--- config.mk ---
export PLATFORM = sky130hd
export DESIGN_NAME = wrr_lock_arbiter
export DESIGN_NICKNAME = d
export VERILOG_FILES = /design/src/rtl/wrr_lock_arbiter.sv
export SDC_FILE = /design/constraint.sdc
export NUM_CORES = 1
export LEC_CHECK = 0
export ABC_CLOCK_PERIOD_IN_PS = 7870
export CORE_AREA = 2 2 63 94
export DETAILED_ROUTE_END_ITERATION = 7
export DIE_AREA = 0 0 65 96
export PLACE_DENSITY = 0.7
export SYNTH_ARGS = -nofsm -noshare
export SYNTH_HDL_FRONTEND = slang
export SYNTH_SLANG_ARGS = --single-unit
--- constraint.sdc ---
create_clock -name clock -period 7.87 [get_ports clock]
set_input_delay 1.1805 -clock clock [delete_from_list [all_inputs] [get_ports clock]]
set_output_delay 1.1805 -clock clock [all_outputs]
set_load 0.05 [all_outputs]
--- src/rtl/wrr_lock_arbiter.sv ---
// Weighted round-robin arbiter with per-client burst credit and a lock input
// that keeps the current grant across multi-cycle transfers.
module wrr_lock_arbiter #(
  parameter  int CLIENTS   = 8,
  parameter  int WEIGHT_W  = 4,
  localparam int CLIENTS_W = $clog2(CLIENTS)
) (
  input  logic                         clock,
  input  logic                         reset,
  input  logic [CLIENTS-1:0]           request,
  input  logic [CLIENTS*WEIGHT_W-1:0]  weight,
  input  logic                         lock,
  input  logic                         stall,
  output logic [CLIENTS-1:0]           grant,
  output logic [CLIENTS_W-1:0]         grant_id,
  output logic                         grant_valid
);

  typedef enum logic [1:0] {
    DEC_IDLE,
    DEC_HOLD,
    DEC_BURST,
    DEC_SELECT
  } decision_e;

  logic [CLIENTS_W-1:0] owner_q, owner_d;
  logic [WEIGHT_W-1:0]  credit_q, credit_d;
  logic                 locked_q, locked_d;

  logic [CLIENTS_W-1:0] searchCand;
  logic [CLIENTS_W-1:0] searchSel;
  logic                 searchFound;
  decision_e            decision;
  logic [CLIENTS_W-1:0] winner;

  function automatic logic [CLIENTS_W-1:0] wrapAdd(input logic [CLIENTS_W-1:0] base,
                                                    input int step);
    int sum;
    sum = int'(base) + step;
    if (sum >= CLIENTS) sum = sum - CLIENTS;
    return CLIENTS_W'(sum);
  endfunction

  // Rotating priority search starting just after the owner; the owner is visited last.
  always_comb begin
    searchFound = 1'b0;
    searchSel   = '0;
    searchCand  = '0;
    for (int k = 1; k <= CLIENTS; k++) begin
      searchCand = wrapAdd(owner_q, k);
      if (!searchFound && request[searchCand]) begin
        searchFound = 1'b1;
        searchSel   = searchCand;
      end
    end
  end

  always_comb begin
    decision = DEC_IDLE;
    winner   = '0;
    if (!reset && !stall && (|request)) begin
      if (locked_q && request[owner_q]) begin
        decision = DEC_HOLD;
        winner   = owner_q;
      end else if (!locked_q && request[owner_q] && (credit_q != '0)) begin
        decision = DEC_BURST;
        winner   = owner_q;
      end else if (searchFound) begin
        decision = DEC_SELECT;
        winner   = searchSel;
      end
    end
  end

  always_comb begin
    grant = '0;
    if (decision != DEC_IDLE) grant[winner] = 1'b1;
    grant_id    = winner;
    grant_valid = |grant;
  end

  // Idle cycles (stall, no request) leave owner, credit and lock untouched.
  always_comb begin
    owner_d  = owner_q;
    credit_d = credit_q;
    locked_d = locked_q;
    if (decision != DEC_IDLE) locked_d = lock;
    case (decision)
      DEC_BURST: credit_d = credit_q - WEIGHT_W'(1);
      DEC_SELECT: begin
        owner_d  = winner;
        credit_d = weight[winner*WEIGHT_W +: WEIGHT_W];
      end
      default: ;
    endcase
  end

  // Owner resets to the last client so client 0 wins the first search.
  always_ff @(posedge clock or posedge reset) begin
    if (reset) begin
      owner_q  <= CLIENTS_W'(CLIENTS - 1);
      credit_q <= '0;
      locked_q <= 1'b0;
    end else begin
      owner_q  <= owner_d;
      credit_q <= credit_d;
      locked_q <= locked_d;
    end
  end

endmodule
==> impl_metrics.json <==
{
  "die_area_mm2": 0.006240,
  "drv_cap": 0,
  "row_count": 33,
  "max_slew_margin_pct": 47.68,
  "cts_made_buffers": 3,
  "die_y_um": 96,
  "ys_ff_latch": 8,
  "post-route-cell-area_mm2": 0.002441,
  "critPathLaunchType": "register",
  "rsz0062_at_grt": "no",
  "cts_sinks": 8,
  "cts_tree": "yes",
  "port_buffers": 55,
  "finClkSkew_ns": 0.0009816,
  "yosysSeqAreaShare_pct": 11.14,
  "wire_per_inst_um": 16.74,
  "path_cells": "inv_1 -> ha_1 -> mux2_2 -> mux4_2 -> o32a_1 -> nor3_4 -> a31oi_4 -> o22ai_4 -> nand2_1 -> inv_2 -> nand2b_1 -> nor2_1 -> clkdlybuf4s50_1",
  "drt_iter0_drc": 84,
  "ys.warnings.count": 0,
  "setup_viol_count_final": 0,
  "ys_async_sr_fraction_pct": 100.0,
  "worstPathArrival_ns": 5.44,
  "n_fill_cell": 547,
  "hold_buffers": 0,
  "synth_edf_count": 0,
  "hold_viol": 0,
  "syn_area_mm2": 0.001831,
  "critical_path_class": "reg2out",
  "totalPowerFinal_uw": 927.0,
  "tightest_slew_ns": 0.7849,
  "routabilityCongestion": 0.9813,
  "dp_hpwl_mm": 4.488,
  "cts-resized-gates": 0,
  "clockBufferDepth": 2,
  "finalCritPeriodShare_pct": 84.16,
  "initial_core_util_pct": 33.84,
  "grt_pass1_wl_mm": 9.280,
  "first_pass_iters": 4,
  "leakagePower_uw": 0.0008767,
  "drc": 0,
  "layout_commonest_cell": "clkdlybuf4s50_1",
  "synth_cell_type_count": 66,
  "num_vias": 1949,
  "status": "finished clean",
  "syn_avg_cell_area_um2": 8.436,
  "root_buffer": "clkbuf_8",
  "coreArea_mm2": 0.005409,
  "placed_area_mm2": 0.002396,
  "ant_nets": 0,
  "synthesis.instances": 217,
  "clock_latency_ns": 0.23,
  "grt_pass1_vias": 1954,
  "antennaDiodeCount": 0,
  "synth_flop_cell": "dfrtp_1",
  "path_delay_family": "buffers and inverters",
  "vdd_drop_max_mv": 0.1931,
  "antenna_found_initial": 0,
  "cts_max_level": 1,
  "p_per_area_mw_per_mm2": 379.7,
  "period_minus_slack_ns": 6.623,
  "grtUsageTotal_pct": 18.68,
  "max_clock_freq_ghz": 0.1510,
  "ioPinCount": 56,
  "syn-num-nets": 264,
  "worst-path-buf-inv": 3,
  "cp.required_ns": 6.69,
  "via_per_inst": 5.818,
  "worstPathMaxFanout": 22,
  "grt_start_max_net_pins": 23,
  "synthToLayoutAreaGrowth_pct": 33.36,
  "cp_slowest_stage_delay_ns": 0.82,
  "tns_ns": 0,
  "gr-total-overflow": 0,
  "cts_setup_buffers": 0,
  "hold_class": "reg2reg",
  "cp-end-kind": "output port",
  "final_nets": 313,
  "die_width_um": 65,
  "final_cell_mix": "55 x clkdlybuf4s50_1, 25 x nand2_1, 24 x nor2_1",
  "slew_viol_final": 0,
  "drive_above_1_share_pct": 16.60,
  "cp_slowest_cell": "dfstp_2",
  "path_clk_slew_ns": 0.04,
  "drt-total-wl_mm": 5.609
}
-- Yosys cell counts, types with 2 or more instances --
master	instances	area, µm²
nand2_1	25	93.84
nor2_1	24	90.09
mux2_2	14	157.7
a21oi_1	11	55.05
inv_1	10	37.54
o21ai_0	9	45.04
mux4_2	7	157.7
nor3_1	7	35.03
mux2i_1	6	60.06
a22oi_1	5	37.54
dfrtp_1	5	125.1
nor4_1	5	31.28
buf_2	4	20.02
mux4_1	4	105.1
nor2b_1	4	25.02
buf_6	3	33.78
clkbuf_1	3	11.26
dfstp_2	3	78.83
ha_1	3	37.54
nand2b_1	3	18.77
a211oi_1	2	15.01
a211oi_2	2	25.02
a21o_1	2	15.01
a221oi_1	2	17.52
a222oi_1	2	20.02
a22o_1	2	17.52
a31o_1	2	17.52
a31o_2	2	17.52
a31oi_1	2	12.51
a32o_1	2	20.02
mux2_4	2	30.03
nand3_1	2	10.01
o211ai_1	2	15.01
or3_1	2	12.51
xnor2_1	2	17.52
xor2_1	2	17.52
-- worst paths after layout --
| path | startpoint | end | slack (ns) | depth (start not counted) |
|---|---|---|---|---|
| min reg2reg | credit_q[1] | credit_q[1] | 0.57 | 1 |
| max in group asynchronous | reset | owner_q[0] | 6.33 | 2 |
| min in group asynchronous | reset | locked_q | 1.25 | 2 |
| max | owner_q[0] | grant[4] | 1.25 | 13 |
| max reg2reg | owner_q[0] | credit_q[0] | 2.97 | 12 |
| min | credit_q[1] | credit_q[1] | 0.57 | 1 |
-- area by class of cell --
cell class | count | area [µm²] | area share [%]
timing repair buffer | 55 | 550.5 | 22.55
sequential | 8 | 203.9 | 8.355
multi-input combinational | 187 | 1513 | 61.97
inverter | 11 | 41.29 | 1.691
clock buffer | 4 | 45.04 | 1.845
tap | 70 | 87.58 | 3.588
-- sequential cells by signal, summed over array words and instances (netlist names) --
| name | count |
|---|---|
| credit_q | 4 |
| owner_q | 3 |
| locked_q | 1 |
-- cells by family after synthesis --
family / after synthesis / share of synthesized area, %
flip-flops: 8 / 11.14
multiplexers: 35 / 29.25
buffers and inverters: 22 / 6.220
XOR/XNOR: 4 / 1.914
adder cells (fa/ha/maj): 3 / 2.051
AO/OA/AOI/OAI: 65 / 28.71
AND/OR/NAND/NOR: 80 / 20.71
-- worst reg2reg max path, stage by stage, from the launching register on --
cell and delay (ns):
dfstp_2 0.82, inv_1 0.21, ha_1 0.64, mux2_2 0.41, mux4_2 0.51, o32a_1 0.28
nor3_4 0.31, a31oi_4 0.17, o22ai_4 0.41, mux2_4 0.34, a22oi_1 0.19, a31oi_1 0.12
a221o_1 0.36
-- stage by stage --
| step | hold WS [ns] | setup WS (ns) | std cells | utilization [%] |
|---|---|---|---|---|
| 2_1_floorplan | 0.4809 | 2.246 | 217 | - |
| 3_3_place_gp | 0.5029 | 1.416 | 331 | 44.30 |
| 3_5_place_dp | 0.5539 | 1.403 | 331 | 44.30 |
| 4_1_cts | 0.5658 | 1.259 | 335 | 45.13 |
| 5_1_grt | 0.5757 | 0.9569 | 335 | 45.13 |
| 6_report | 0.5703 | 1.247 | 335 | 45.13 |
-- per-layer routing --
metal  GRT usage (%)  wire length [µm]  vias to the layer above
met5               0                 0                        -
li1                -                 -                      938
met1           19.58              2058                      923
met4           5.496               152                        0
met3           1.637               234                       12
met2           38.32              3164                       76
-- power by group --
group / leakage (µW) / switching [µW] / internal [µW]
clock: 0.0000228 / 17.9 / 35.3
combinational: 0.000763 / 434 / 331
sequential: 0.0000914 / 46.4 / 62.4
Power figures use the tool's default switching activity.
